<file path="config.mk">
export PLATFORM = sky130hd
export DESIGN_NAME = mem_port_arbiter_flat
export DESIGN_NICKNAME = d
export VERILOG_FILES = /design/src/rtl/mem_port_arbiter_pkg.sv /design/src/rtl/mem_port_arbiter_if.sv /design/src/rtl/mem_port_arbiter_tag_pipe.sv /design/src/rtl/mem_port_arbiter.sv /design/src/flat_wrapper.sv
export SDC_FILE = /design/constraint.sdc
export NUM_CORES = 1
export LEC_CHECK = 0
export BUFFER_PORTS_ARGS = -buffer_cell sky130_fd_sc_hd__buf_2
export CAP_MARGIN = 20
export CORE_AREA = 2 2 105 107
export CTS_CLUSTER_DIAMETER = 40
export DETAILED_ROUTE_END_ITERATION = 12
export DIE_AREA = 0 0 107 109
export GPL_ROUTABILITY_DRIVEN = 0
export GPL_TIMING_DRIVEN = 0
export SYNTH_ARGS = -nofsm -noshare
export SYNTH_HDL_FRONTEND = slang
export SYNTH_SLANG_ARGS = --single-unit
</file>
<file path="constraint.sdc">
create_clock -name clk -period 1.75 [get_ports clk]
set_input_delay 0.175 -clock clk [delete_from_list [all_inputs] [get_ports clk]]
set_output_delay 0.175 -clock clk [all_outputs]
set_load 0.1 [all_outputs]
</file>
<file path="src/rtl/mem_port_arbiter_pkg.sv">
// rtl/mem_port_arbiter_pkg.sv - shared types and constants for the memory port arbiter
// Purpose: owner encodings, bus widths, FSM state encoding, tag type and a
//   helper deciding whether a tag survives a fetch flush.
// Ports: none (package).
package mem_port_arbiter_pkg;

  localparam logic       OWNER_IF = 1'b0;
  localparam logic       OWNER_DM = 1'b1;
  localparam int         ADDR_W   = 30;
  localparam int         DATA_W   = 32;
  localparam logic [3:0] BE_ALL   = 4'hF;

  typedef enum logic {
    ST_NORMAL  = 1'b0,
    ST_STARVED = 1'b1
  } arb_state_e;

  typedef struct packed {
    logic valid;
    logic owner;
  } tag_t;

  // A fetch flush kills every fetch-owned tag; data tags are never touched.
  function automatic logic tag_survives(tag_t tag, logic flush_if);
    return tag.valid & ~(flush_if & (tag.owner == OWNER_IF));
  endfunction

endpackage

</file>
<file path="src/rtl/mem_port_arbiter_if.sv">
// rtl/mem_port_arbiter_if.sv - fetch, data and memory buses of the memory port arbiter
// Purpose: bundles the fetch request/response, data request/response and the
//   single-port memory bus.
// Ports (modports):
//   slave  - arbiter view: requests and mem_rdata in; grants, responses, memory drive out
//   master - environment view: the reverse
interface mem_port_arbiter_if;
  import mem_port_arbiter_pkg::*;

  logic              if_req;
  logic [ADDR_W-1:0] if_addr;
  logic              if_flush;
  logic              if_gnt;
  logic              if_rvalid;
  logic [DATA_W-1:0] if_rdata;

  logic              dm_req;
  logic              dm_we;
  logic [3:0]        dm_be;
  logic [ADDR_W-1:0] dm_addr;
  logic [DATA_W-1:0] dm_wdata;
  logic              dm_gnt;
  logic              dm_rvalid;
  logic [DATA_W-1:0] dm_rdata;

  logic              mem_en;
  logic              mem_we;
  logic [3:0]        mem_be;
  logic [ADDR_W-1:0] mem_addr;
  logic [DATA_W-1:0] mem_wdata;
  logic [DATA_W-1:0] mem_rdata;

  modport slave (
    input  if_req, if_addr, if_flush,
    output if_gnt, if_rvalid, if_rdata,
    input  dm_req, dm_we, dm_be, dm_addr, dm_wdata,
    output dm_gnt, dm_rvalid, dm_rdata,
    output mem_en, mem_we, mem_be, mem_addr, mem_wdata,
    input  mem_rdata
  );

  modport master (
    output if_req, if_addr, if_flush,
    input  if_gnt, if_rvalid, if_rdata,
    output dm_req, dm_we, dm_be, dm_addr, dm_wdata,
    input  dm_gnt, dm_rvalid, dm_rdata,
    input  mem_en, mem_we, mem_be, mem_addr, mem_wdata,
    output mem_rdata
  );

endinterface

</file>
<file path="src/rtl/mem_port_arbiter_tag_pipe.sv">
// rtl/mem_port_arbiter_tag_pipe.sv - in-flight read tag shift register
// Purpose: MEM_LAT-deep shift register of {valid, owner}; the last stage marks
//   which requester owns mem_rdata this cycle.
// Ports:
//   clk, reset  - clock, synchronous active-high clear
//   i_push      - a read was granted this cycle
//   i_owner     - owner of the granted read
//   i_flush_if  - kill every fetch-owned tag, including the emerging one
//   o_valid     - last stage holds a live tag
//   o_owner     - owner of the last stage
module mem_port_arbiter_tag_pipe
  import mem_port_arbiter_pkg::*;
#(
  parameter int MEM_LAT = 1
) (
  input  logic clk,
  input  logic reset,
  input  logic i_push,
  input  logic i_owner,
  input  logic i_flush_if,
  output logic o_valid,
  output logic o_owner
);

  tag_t r_pipe [MEM_LAT];

  always_ff @(posedge clk) begin
    if (reset) begin
      for (int i = 0; i < MEM_LAT; i++) begin
        r_pipe[i] <= '0;
      end
    end else begin
      // A flush never coincides with a fetch push (fetch grant is blocked),
      // so stage 0 can be loaded unconditionally.
      r_pipe[0].valid <= i_push;
      r_pipe[0].owner <= i_owner;
      for (int i = 1; i < MEM_LAT; i++) begin
        r_pipe[i].valid <= tag_survives(r_pipe[i-1], i_flush_if);
        r_pipe[i].owner <= r_pipe[i-1].owner;
      end
    end
  end

  assign o_valid = tag_survives(r_pipe[MEM_LAT-1], i_flush_if);
  assign o_owner = r_pipe[MEM_LAT-1].owner;

endmodule

</file>
<file path="src/rtl/mem_port_arbiter.sv">
// rtl/mem_port_arbiter.sv - single-port memory arbiter for fetch and data stages
// Purpose: grants one requester per cycle (data first; fetch forced through
//   after STARVE_MAX consecutive data grants while it waits), drives the memory
//   from the winner and routes read data to its owner MEM_LAT cycles later.
// Ports:
//   clk    - clock, all state on posedge
//   reset  - synchronous active-high reset
//   bus    - slave side of mem_port_arbiter_if (fetch, data and memory buses)
module mem_port_arbiter
  import mem_port_arbiter_pkg::*;
#(
  parameter int MEM_LAT    = 1,
  parameter int STARVE_MAX = 4
) (
  input logic               clk,
  input logic               reset,
  mem_port_arbiter_if.slave bus
);

  localparam int              CNT_W   = (STARVE_MAX > 1) ? $clog2(STARVE_MAX) : 1;
  localparam logic [CNT_W-1:0] CNT_MAX = CNT_W'(STARVE_MAX - 1);

  arb_state_e       r_state;
  arb_state_e       w_state_nxt;
  logic [CNT_W-1:0] r_starve_cnt;
  logic [CNT_W-1:0] w_starve_cnt_nxt;
  logic             w_if_cand;
  logic             w_if_gnt;
  logic             w_dm_gnt;
  logic             w_push;
  logic             w_push_owner;
  logic             w_tag_valid;
  logic             w_tag_owner;

  // Fetch is only a candidate when not being flushed this cycle.
  assign w_if_cand = bus.if_req & ~bus.if_flush;

  always_comb begin
    w_if_gnt = 1'b0;
    w_dm_gnt = 1'b0;
    if (!reset) begin
      if (bus.dm_req && w_if_cand) begin
        if (r_state == ST_STARVED) begin
          w_if_gnt = 1'b1;
        end else begin
          w_dm_gnt = 1'b1;
        end
      end else begin
        w_if_gnt = w_if_cand;
        w_dm_gnt = bus.dm_req;
      end
    end
  end

  always_ff @(posedge clk) begin
    if (reset) begin
      r_state      <= ST_NORMAL;
      r_starve_cnt <= '0;
    end else begin
      r_state      <= w_state_nxt;
      r_starve_cnt <= w_starve_cnt_nxt;
    end
  end

  always_comb begin
    w_state_nxt      = r_state;
    w_starve_cnt_nxt = r_starve_cnt;

    unique case (r_state)
      ST_NORMAL: begin
        if (w_dm_gnt && w_if_cand && (r_starve_cnt == CNT_MAX)) begin
          w_state_nxt = ST_STARVED;
        end
      end
      ST_STARVED: begin
        if (w_if_gnt || !bus.if_req) begin
          w_state_nxt = ST_NORMAL;
        end
      end
      default: w_state_nxt = ST_NORMAL;
    endcase

    // Saturates at STARVE_MAX-1; the FSM does the forcing from there.
    if (w_if_gnt || !bus.if_req) begin
      w_starve_cnt_nxt = '0;
    end else if (w_dm_gnt && (r_starve_cnt != CNT_MAX)) begin
      w_starve_cnt_nxt = r_starve_cnt + CNT_W'(1);
    end
  end

  assign bus.if_gnt    = w_if_gnt;
  assign bus.dm_gnt    = w_dm_gnt;

  assign bus.mem_en    = w_if_gnt | w_dm_gnt;
  assign bus.mem_we    = w_dm_gnt & bus.dm_we;
  assign bus.mem_be    = w_dm_gnt ? bus.dm_be    : BE_ALL;
  assign bus.mem_addr  = w_dm_gnt ? bus.dm_addr  : bus.if_addr;
  assign bus.mem_wdata = w_dm_gnt ? bus.dm_wdata : '0;

  // Writes load an invalid tag so they never produce a response.
  assign w_push       = w_if_gnt | (w_dm_gnt & ~bus.dm_we);
  assign w_push_owner = w_dm_gnt ? OWNER_DM : OWNER_IF;

  mem_port_arbiter_tag_pipe #(
    .MEM_LAT (MEM_LAT)
  ) u_tag_pipe (
    .clk        (clk),
    .reset      (reset),
    .i_push     (w_push),
    .i_owner    (w_push_owner),
    .i_flush_if (bus.if_flush),
    .o_valid    (w_tag_valid),
    .o_owner    (w_tag_owner)
  );

  // Tags are cleared only at the edge, so gate the emerging one during reset.
  assign bus.if_rvalid = ~reset & w_tag_valid & (w_tag_owner == OWNER_IF);
  assign bus.dm_rvalid = ~reset & w_tag_valid & (w_tag_owner == OWNER_DM);
  assign bus.if_rdata  = bus.mem_rdata;
  assign bus.dm_rdata  = bus.mem_rdata;

endmodule
</file>
<file path="src/flat_wrapper.sv">
// flat-port wrapper written by rule: the top's interface ports become plain ports
module mem_port_arbiter_flat import mem_port_arbiter_pkg::*;
#(
  parameter int MEM_LAT    = 1,
  parameter int STARVE_MAX = 4
)
  (clk, reset, bus_if_req, bus_if_addr, bus_if_flush, bus_if_gnt, bus_if_rvalid, bus_if_rdata, bus_dm_req, bus_dm_we, bus_dm_be, bus_dm_addr, bus_dm_wdata, bus_dm_gnt, bus_dm_rvalid, bus_dm_rdata, bus_mem_en, bus_mem_we, bus_mem_be, bus_mem_addr, bus_mem_wdata, bus_mem_rdata);
  mem_port_arbiter_if bus_i ();
  input logic clk;
  input logic reset;
  input wire logic [$bits(bus_i.if_req)-1:0] bus_if_req;
  input wire logic [$bits(bus_i.if_addr)-1:0] bus_if_addr;
  input wire logic [$bits(bus_i.if_flush)-1:0] bus_if_flush;
  output wire logic [$bits(bus_i.if_gnt)-1:0] bus_if_gnt;
  output wire logic [$bits(bus_i.if_rvalid)-1:0] bus_if_rvalid;
  output wire logic [$bits(bus_i.if_rdata)-1:0] bus_if_rdata;
  input wire logic [$bits(bus_i.dm_req)-1:0] bus_dm_req;
  input wire logic [$bits(bus_i.dm_we)-1:0] bus_dm_we;
  input wire logic [$bits(bus_i.dm_be)-1:0] bus_dm_be;
  input wire logic [$bits(bus_i.dm_addr)-1:0] bus_dm_addr;
  input wire logic [$bits(bus_i.dm_wdata)-1:0] bus_dm_wdata;
  output wire logic [$bits(bus_i.dm_gnt)-1:0] bus_dm_gnt;
  output wire logic [$bits(bus_i.dm_rvalid)-1:0] bus_dm_rvalid;
  output wire logic [$bits(bus_i.dm_rdata)-1:0] bus_dm_rdata;
  output wire logic [$bits(bus_i.mem_en)-1:0] bus_mem_en;
  output wire logic [$bits(bus_i.mem_we)-1:0] bus_mem_we;
  output wire logic [$bits(bus_i.mem_be)-1:0] bus_mem_be;
  output wire logic [$bits(bus_i.mem_addr)-1:0] bus_mem_addr;
  output wire logic [$bits(bus_i.mem_wdata)-1:0] bus_mem_wdata;
  input wire logic [$bits(bus_i.mem_rdata)-1:0] bus_mem_rdata;
  assign bus_i.if_req = bus_if_req;
  assign bus_i.if_addr = bus_if_addr;
  assign bus_i.if_flush = bus_if_flush;
  assign bus_if_gnt = bus_i.if_gnt;
  assign bus_if_rvalid = bus_i.if_rvalid;
  assign bus_if_rdata = bus_i.if_rdata;
  assign bus_i.dm_req = bus_dm_req;
  assign bus_i.dm_we = bus_dm_we;
  assign bus_i.dm_be = bus_dm_be;
  assign bus_i.dm_addr = bus_dm_addr;
  assign bus_i.dm_wdata = bus_dm_wdata;
  assign bus_dm_gnt = bus_i.dm_gnt;
  assign bus_dm_rvalid = bus_i.dm_rvalid;
  assign bus_dm_rdata = bus_i.dm_rdata;
  assign bus_mem_en = bus_i.mem_en;
  assign bus_mem_we = bus_i.mem_we;
  assign bus_mem_be = bus_i.mem_be;
  assign bus_mem_addr = bus_i.mem_addr;
  assign bus_mem_wdata = bus_i.mem_wdata;
  assign bus_i.mem_rdata = bus_mem_rdata;
  mem_port_arbiter #(.MEM_LAT(MEM_LAT), .STARVE_MAX(STARVE_MAX)) u_core (.clk(clk), .reset(reset), .bus(bus_i));
endmodule
</file>
==> out/results.tsv <==
metric	value	unit
routedWlPerCell	13.28	um
core_area	10600	sq um
drive_gt1_share	93.16	%
worst_ir_drop_vdd	0.3257	mV
syn_area_per_cell	8.192	sq um
syn-cell-area	1393	sq um
synth_seq_area_share	7.188	%
grt_max_degree	11	
wl_met3	619	um
async_reset_ff_share	0	%
violations	setup timing	
multiInputGateArea	947.2	sq um
rows	38	
root_buffer	clkbuf_8	
grt_pass1_wl	10.12	mm
ant_nets	0	
die_w	107	um
clock_skew	0.001451	ns
dpl-instance-area	2902	sq um
end_kind	output pin	
share_comb_of_total_power	87.0	%
critPathArrivalTime	1.82	ns
p_int	1.015	mW
synthToLayoutAreaGrowth	204.6	%
met1_length	2.548	mm
synth_top_cell_by_area	buf_4	
hold_violations	0	
rsz0062_at_grt	yes	
firstDrtPassIters	4	
cts_inserted_buffers	3	
min_period	1.992	ns
antenna_found_initial	0	
power.share.switching	60.87	%
drv_slew	0	
grt_overflow_total	0	
fin_crit_sh	113.8	%
holdBufCountCts	0	
synth_cells	170	
min_path_type	input pin to flip-flop	
relSlewSlack	66.93	%
start_util	13.13	%
max_stage_delay	0.32	ns
final_cell_mix	168 x buf_2, 69 x buf_4, 67 x buf_12, 30 x mux2_4, 28 x and2_4	
grt_pass1_vias	2065	
cp_data_required_time	1.57	ns
diodes	0	
fmax	502.1	MHz
total_leakage_power	2.238	nW
ys_seq_elements	5	
io_pins	270	
die-area	11660	sq um
maxCapViolations	0	
fp.dieH	109	um
vias_per_cell	3.606	
path_cells	and3b_2, nor3b_4, buf_6, clkbuf_16, mux2_4, buf_12	
port_buffers	237	
fin_area	4242	sq um
seqCellArea	101.3	sq um
fill_cells	1017	
clock_latency	0.22	ns
tns	-11.47	ns
power.density	611.8	nW/um^2
cts_tree	yes	
clkSlewWorstSetupHoldPaths	0.04	ns
crit_slowest_cell	mux2_4	
hpwlAfterDp	5.648	mm
switchingPower	1.580	mW
final_common_cell	buf_2	
synth_area_leaders	buf_4 35%, mux2_2 22%, and2_1 15%, dfxtp_1 7.2%, buf_6 3.2%	
wl_met2	4.298	mm
clock-sinks	5	
grt_usage	11.20	%
drc	0	
top_layer	met4	
cts_max_path_buffers	2	
pwr-share-clk	8.3	%
synth_top_area_share	35.04	%
synth_edf_count	0	
worstSetupStartpointType	flip-flop	
postLayoutSetupSlackWorst	-0.2416	ns
htree_levels	1	
worstMarginPinSlew	0.4995	ns
synth_cell_types	27	
cp_max_fo	5	
drt-total-wl	7.491	mm
synth_nets	305	
vias	2034	
seqPwrFrac	4.6	%
status	complete, but fails checks	
criticalPathCategory	flip-flop to output pin	
setup_violations	68	
layout.nets	560	
synth_ff_type	dfxtp_1	
utilization	40.00	%
drtIter0Drc	41	
ys_warn_count	0	
[timing repair]
item                                    4_1_cts  5_1_grt
hold endpoints to repair                      0        0
pin swaps                                    21        6
gates cloned                                  3        2
endpoints found under the setup margin       68       68
gates resized for setup                     286       34
buffers inserted                              8        3
[worst max-delay path: cells and delay by family, from the launching register on]
kind          cells  cell delay (ns)
buf+inv           3             0.51
flops             1             0.31
simple gates      2             0.45
mux               1             0.32
[layout make-up]
class                           count  share of cell area, %
Tap cell                          140                  4.130
Inverter                            2                 0.1770
Timing Repair Buffer              251                  55.84
Sequential cell                     5                  2.389
Clock buffer                        4                  1.062
Buffer                             71                  14.07
Multi-Input combinational cell     91                  22.33
[Yosys cell counts, types with 2 or more instances]
cell type	instances
buf_4	65
and2_1	33
mux2_2	27
dfxtp_1	5
nand2b_1	5
a21oi_1	4
buf_6	4
mux2_1	3
and3b_1	2
clkbuf_1	2
inv_1	2
nor2_1	2
o21ai_0	2
[per-layer routing]
layer  vias up  GRT usage (%)
li1        995              -
met1       882          11.52
met2       154          24.20
met3         3          1.554
met4         0          1.113
met5         -              0
[final timing paths]
| kind | from | endpoint | slack (ns) | depth (start not counted) |
|---|---|---|---|---|
| hold reg to reg | u_core.r_starve_cnt[1] | u_core.r_starve_cnt[1] | 0.49 | 2 |
| setup / recovery | u_core.r_state | bus_mem_addr[24] | -0.24 | 6 |
| hold / removal | bus_dm_we | u_core.u_tag_pipe.r_pipe[0][1] | 0.23 | 3 |
| setup reg to reg | u_core.r_starve_cnt[0] | u_core.r_starve_cnt[1] | 0.19 | 4 |
[power groups by stage]
stage                     sequential, mW  combinational [mW]  clock (mW)
after global routing               0.121                2.32       0.230
after detailed placement           0.122                1.84           0
final                              0.120                2.26       0.216
after CTS                          0.120                2.19       0.222
after floorplan                    0.121                1.55           0
after global placement             0.122                1.83           0
[flip-flops by register name, summed over array words and instances, names as in the netlist]
| register | flops |
|---|---|
| u_core.r_state | 1 |
| u_core.r_starve_cnt | 2 |
| u_core.u_tag_pipe.r_pipe | 2 |
[cells by family after synthesis]
family / share of synthesized area [%]
AO/OA/AOI/OAI: 3.325
flip-flops: 7.188
AND/OR/NAND/NOR: 24.62
multiplexers: 24.26
adder cells (fa/ha/maj): 0.8983
buffers and inverters: 39.71
[per-stage QoR]
step,setup slack (ns),hold WS (ns),total power [mW],instances
floorplan,-0.06927,0.2511,1.674,170
global placement,-0.6088,0.4462,1.951,547
detailed placement,-0.6300,0.4545,1.958,547
CTS,-0.2393,0.2225,2.528,560
global route,-0.2944,0.2435,2.668,564
finish,-0.2416,0.2257,2.595,564
No activity file was read; power rests on OpenSTA's default activity.
